### src/rtl/dual_core_mem_arbiter.sv
// rtl/dual_core_mem_arbiter.sv - round-robin arbiter of two core LSU ports onto one shared data-memory port
module dual_core_mem_arbiter #(
    parameter int ADDR_W          = 32,
    parameter int DATA_W          = 32,
    parameter int MAX_LOCK_CYCLES = 16
) (
    input  logic                  clk,
    input  logic                  rst_n,
    input  logic                  c0_req,
    input  logic                  c0_we,
    input  logic [ADDR_W-1:0]     c0_addr,
    input  logic [DATA_W-1:0]     c0_wdata,
    input  logic [DATA_W/8-1:0]   c0_be,
    input  logic                  c0_lock,
    output logic                  c0_gnt,
    output logic                  c0_rvalid,
    output logic [DATA_W-1:0]     c0_rdata,
    input  logic                  c1_req,
    input  logic                  c1_we,
    input  logic [ADDR_W-1:0]     c1_addr,
    input  logic [DATA_W-1:0]     c1_wdata,
    input  logic [DATA_W/8-1:0]   c1_be,
    input  logic                  c1_lock,
    output logic                  c1_gnt,
    output logic                  c1_rvalid,
    output logic [DATA_W-1:0]     c1_rdata,
    output logic                  mem_req,
    output logic                  mem_we,
    output logic [ADDR_W-1:0]     mem_addr,
    output logic [DATA_W-1:0]     mem_wdata,
    output logic [DATA_W/8-1:0]   mem_be,
    input  logic                  mem_gnt,
    input  logic                  mem_rvalid,
    input  logic [DATA_W-1:0]     mem_rdata,
    output logic                  owner,
    output logic                  lock_timeout
);
    localparam int CNT_W = $clog2(MAX_LOCK_CYCLES + 1);

    typedef enum logic [1:0] {IDLE, WAIT_RSP, LOCKED} state_t;

    state_t           state_q, state_d;
    logic             prio_q, prio_d;
    logic             owner_q, owner_d;
    logic             lock_q, lock_d;
    logic             hold_q, hold_d;
    logic [CNT_W-1:0] lock_cnt_q, lock_cnt_d;

    logic [1:0] req;
    logic       sel, sel_req, sel_lock, handshake, lock_expire;

    // Requests are ignored while reset is asserted so every output reads 0.
    assign req = {c1_req, c0_req} & {2{rst_n}};

    // A core left waiting on mem_gnt=0 keeps the port even if the other core arrives.
    always_comb begin
        sel = owner_q;
        if (state_q == IDLE) begin
            if (hold_q && req[owner_q]) sel = owner_q;
            else if (req == 2'b11)      sel = prio_q;
            else if (req[1])            sel = 1'b1;
            else if (req[0])            sel = 1'b0;
        end
    end

    assign sel_req     = req[sel];
    assign sel_lock    = sel ? c1_lock : c0_lock;
    assign handshake   = (state_q != WAIT_RSP) && sel_req && mem_gnt;
    assign lock_expire = (state_q == LOCKED) && !sel_req && sel_lock &&
                         (lock_cnt_q == CNT_W'(MAX_LOCK_CYCLES - 1));

    always_ff @(posedge clk or negedge rst_n) begin
        if (!rst_n) begin
            state_q    <= IDLE;
            prio_q     <= 1'b0;
            owner_q    <= 1'b0;
            lock_q     <= 1'b0;
            hold_q     <= 1'b0;
            lock_cnt_q <= '0;
        end else begin
            state_q    <= state_d;
            prio_q     <= prio_d;
            owner_q    <= owner_d;
            lock_q     <= lock_d;
            hold_q     <= hold_d;
            lock_cnt_q <= lock_cnt_d;
        end
    end

    always_comb begin
        state_d    = state_q;
        prio_d     = prio_q;
        owner_d    = owner_q;
        lock_d     = lock_q;
        hold_d     = 1'b0;
        lock_cnt_d = lock_cnt_q;
        case (state_q)
            IDLE: begin
                if (handshake) begin
                    owner_d = sel;
                    lock_d  = sel_lock;
                    state_d = WAIT_RSP;
                end else if (sel_req) begin
                    owner_d = sel;
                    hold_d  = 1'b1;
                end
            end
            WAIT_RSP: begin
                if (mem_rvalid) begin
                    if (lock_q) begin
                        state_d    = LOCKED;
                        lock_cnt_d = '0;
                    end else begin
                        state_d = IDLE;
                        prio_d  = ~owner_q;
                    end
                end
            end
            LOCKED: begin
                if (handshake) begin
                    lock_d     = sel_lock;
                    state_d    = WAIT_RSP;
                    lock_cnt_d = '0;
                end else if (!sel_req) begin
                    if (!sel_lock || lock_expire) begin
                        state_d = IDLE;
                        prio_d  = ~owner_q;
                    end else begin
                        lock_cnt_d = lock_cnt_q + 1'b1;
                    end
                end
            end
            default: state_d = IDLE;
        endcase
    end

    always_comb begin
        mem_req      = 1'b0;
        mem_we       = 1'b0;
        mem_addr     = '0;
        mem_wdata    = '0;
        mem_be       = '0;
        c0_gnt       = 1'b0;
        c1_gnt       = 1'b0;
        c0_rvalid    = 1'b0;
        c1_rvalid    = 1'b0;
        c0_rdata     = '0;
        c1_rdata     = '0;
        owner        = sel;
        lock_timeout = lock_expire;
        if (state_q != WAIT_RSP && sel_req) begin
            mem_req   = 1'b1;
            mem_we    = sel ? c1_we    : c0_we;
            mem_addr  = sel ? c1_addr  : c0_addr;
            mem_wdata = sel ? c1_wdata : c0_wdata;
            mem_be    = sel ? c1_be    : c0_be;
        end
        if (handshake) begin
            c0_gnt = ~sel;
            c1_gnt = sel;
        end
        if (state_q == WAIT_RSP && mem_rvalid) begin
            if (owner_q) begin
                c1_rvalid = 1'b1;
                c1_rdata  = mem_rdata;
            end else begin
                c0_rvalid = 1'b1;
                c0_rdata  = mem_rdata;
            end
        end
    end
endmodule

### config.mk
export PLATFORM = sky130hd
export DESIGN_NAME = dual_core_mem_arbiter
export DESIGN_NICKNAME = d
export VERILOG_FILES = /design/src/rtl/dual_core_mem_arbiter.sv
export SDC_FILE = /design/constraint.sdc
export NUM_CORES = 1
export LEC_CHECK = 0
export CORE_AREA = 2 2 122 124
export DETAILED_ROUTE_END_ITERATION = 10
export DIE_AREA = 0 0 124 126
export SLEW_MARGIN = 20
export SYNTH_ARGS = -nofsm -noshare
export SYNTH_HDL_FRONTEND = slang
export SYNTH_SLANG_ARGS = --single-unit
### constraint.sdc
create_clock -name clk -period 2.8 [get_ports clk]
set_input_delay 0.28 -clock clk [delete_from_list [all_inputs] [get_ports clk]]
set_output_delay 0.28 -clock clk [all_outputs]
set_load 0.01 [all_outputs]
==> flow_summary_export.csv <==
group,metric,value,unit
layout,nets,897,
timing,slew_headroom,0.640,
cts,clk_path_buf_depth,2,
drt,drt_iter0_drc,119,
grt,grt_pass1_wl,20.1,mm
setup_path,arrival,2.47,ns
drt,ant_nets,0,
cts,cts_hold_buf,0,
logic_synthesis,synth_top_area_share,0.257,
drt,routed_wl,13.7,mm
cts,clk_pin_slew,0.04,ns
drt,via_count,3896,
layout,area_delta_synth_final,173,%
logic_synthesis,yosys-top-cells-area,"nand2_1 (26%), and2_1 (19%), a21oi_1 (18%)",
setup_path,ff2ff_setup_slack,0.20,ns
place,port_buffers,317,
floorplan,die_h,126,µm
floorplan,dieArea,0.0156,mm²
floorplan,coreArea,0.0143,mm²
setup_path,setup.worst_path.start_class,"primary input",
setup_path,worstReg2RegEnd,"lock_cnt_q[3]",
timing,setup-violations-final,0,
logic_synthesis,avgSynthCellArea,5.48,µm²
cts,root_buffer,"clkbuf_16",
setup_path,endpoint,"mem_wdata[25]",
timing,max_freq,0.363,GHz
timing,fin_skew,0.000888,ns
cts,worst_skew_pair.late_latency,0.24,ns
run,drv_cap,0,
grt,grt_antenna_before_repair,0,
drt,routed_via_density,4.33,
layout,layout_common_cells,"clkdlybuf4s50_1 (244), nand2_1 (144), a21oi_1 (65)",
drt,dr.pass1.iters,6,
outcome,status,"completed",
power_and_ir_drop,peakVddDrop,0.254,mV
logic_synthesis,postSynthNetCount,564,
cts,cts_max_level,1,
timing,finalHoldViolCount,0,
setup_path,crit_path_max_fanout,11,
timing,rsz0062_at_grt,"true",
logic_synthesis,synth.ff_latch_count,11,
grt,grt_overflow,0,
grt,grt_usage,0.163,
worst_hold_path,hold_class,"in2async",
timing,min_period_over_period,0.984,
setup_path,r2r_start,"state_q[0]",
floorplan,row_count,44,
power_and_ir_drop,p_leak,0.00256,µW
layout,drive_above_1_share,0.166,
floorplan,io-pin-count,318,
timing,slew_violations,0,
timing,period_needed,2.75,ns
layout,diodes,0,
setup_path,end_kind,"output pin",
cts,cts.sinks,11,
floorplan,die_w,124,µm
drt,drc_errors,0,
layout,final_common_cell,"clkdlybuf4s50_1",
setup_path,crit_type,"in2out",
grt,grt_max_degree,43,
grt,first_global_vias,3945,
setup_path,crit_required,2.52,ns
layout,finish.utilization,0.402,
timing,worst_hold_slack,0.372,ns
power_and_ir_drop,power.density,567,mW/mm²
logic_synthesis,seq_area_frac_synth,0.131,
timing,tns,0,ns
logic_synthesis,synthCells,384,
logic_synthesis,netlist_area,0.00211,mm²
setup_path,reg2regPathDepth,8,
logic_synthesis,yosysTopAreaCell,"nand2_1",
timing,tightest_slew,0.536,ns
drt,wire_per_inst,15.2,µm
floorplan,start_util,0.147,
logic_synthesis,ys_warn_count,0,
setup_path,startpoint,"rst_n",
place,dp_hpwl,11.2,mm
logic_synthesis,ys_types,36,
cts,cts_buffers,3,
place,gp_congestion,0.954,
cts,cts_tree,"yes",
-- worst min-delay path by stage --
stage / startpoint / endpoint / slack, ns / depth (start not counted)
4_1_cts: rst_n / hold_q / 0.38 / 2
2_1_floorplan: rst_n / hold_q / -0.02 / 0
3_5_place_dp: lock_cnt_q[0] / lock_cnt_q[0] / 0.52 / 1
5_1_grt: rst_n / hold_q / 0.40 / 2
6_report: rst_n / state_q[0] / 0.37 / 2
3_3_place_gp: lock_cnt_q[0] / lock_cnt_q[0] / 0.49 / 1
-- state kept, by name, summed over array words and instances, names as in the netlist --
name	cells
prio_q	1
state_q	2
lock_cnt_q	5
hold_q	1
lock_q	1
owner_q	1
-- layer usage --
metal	track usage	routed length, µm
met5	0	0
met2	0.324	7220
met3	0.0285	1330
met1	0.174	4910
met4	0.0357	227
-- logic make-up after synthesis --
logic type               count (synthesis)  share of synthesized area
AND/OR/NAND/NOR                        236                      0.528
buffers and inverters                   40                     0.0713
flip-flops                              11                      0.131
adder cells (fa/ha/maj)                  2                     0.0119
multiplexers                             4                     0.0214
AO/OA/AOI/OAI                           91                      0.236
-- synth_stat cells, drive strengths merged --
master    n
a21o      2
a21oi    74
a22o      1
a31oi     2
a32oi     1
a41o      1
and2     64
and3      4
and3b     1
clkbuf   29
dfrtp    11
ha        2
inv      11
mux2      1
mux2i     3
nand2   144
nand2b    3
nand3     3
nand4b    1
nor2      6
nor2b     2
nor3      1
nor3b     1
o211ai    1
o21ai     2
o22ai     2
o311ai    1
o31a      1
o31ai     2
o32a      1
or2       1
or3       4
or3b      1
-- where the power goes --
| part | leakage (µW) | internal (µW) | switching [µW] | total, µW |
|---|---|---|---|---|
| registers | 0.000142 | 215 | 55.4 | 271 |
| clock network | 0.0000382 | 192 | 74.2 | 266 |
| logic | 0.00238 | 1390 | 1340 | 2730 |
| total | 0.00256 | 1800 | 1470 | 3260 |
-- critical path, stage by stage --
cell and delay, ns:
clkdlybuf4s50_1 0.47, or3b_4 0.41, mux2_4 0.33, nor2_4 0.16, buf_4 0.17, clkinv_8 0.09
buf_12 0.15, nand2_1 0.06, a21oi_1 0.06, dlygate4sd2_1 0.29
-- timing repair --
item / in CTS / in global routing
pin swaps: 2 / 0
cloned: 4 / 0
resized for setup: 222 / 35
endpoints found under the setup margin: 73 / 45
setup buffers: 5 / 0
-- area by class of cell --
class / count / area [µm²]
flip-flops and latches: 11 / 275
repair buffers: 357 / 3390
well taps: 184 / 230
multi-input cells: 333 / 1730
inverters: 11 / 53.8
fillers: 1475 / 8560
clock buffers: 4 / 78.8
-- through the flow --
| stage | total power, µW | setup WS (ns) | cell area [µm²] | instances |
|---|---|---|---|---|
| floorplan | 1390 | 0.415 | 2110 | 384 |
| CTS | 3280 | 0.00123 | 5810 | 900 |
| global placement | 2790 | -0.321 | 5690 | 887 |
| finish | 3260 | 0.0453 | 5750 | 900 |
| detailed placement | 2820 | -0.343 | 5690 | 887 |
| global route | 3520 | -0.0390 | 5750 | 900 |
No activity file was read; power rests on OpenSTA's default activity.
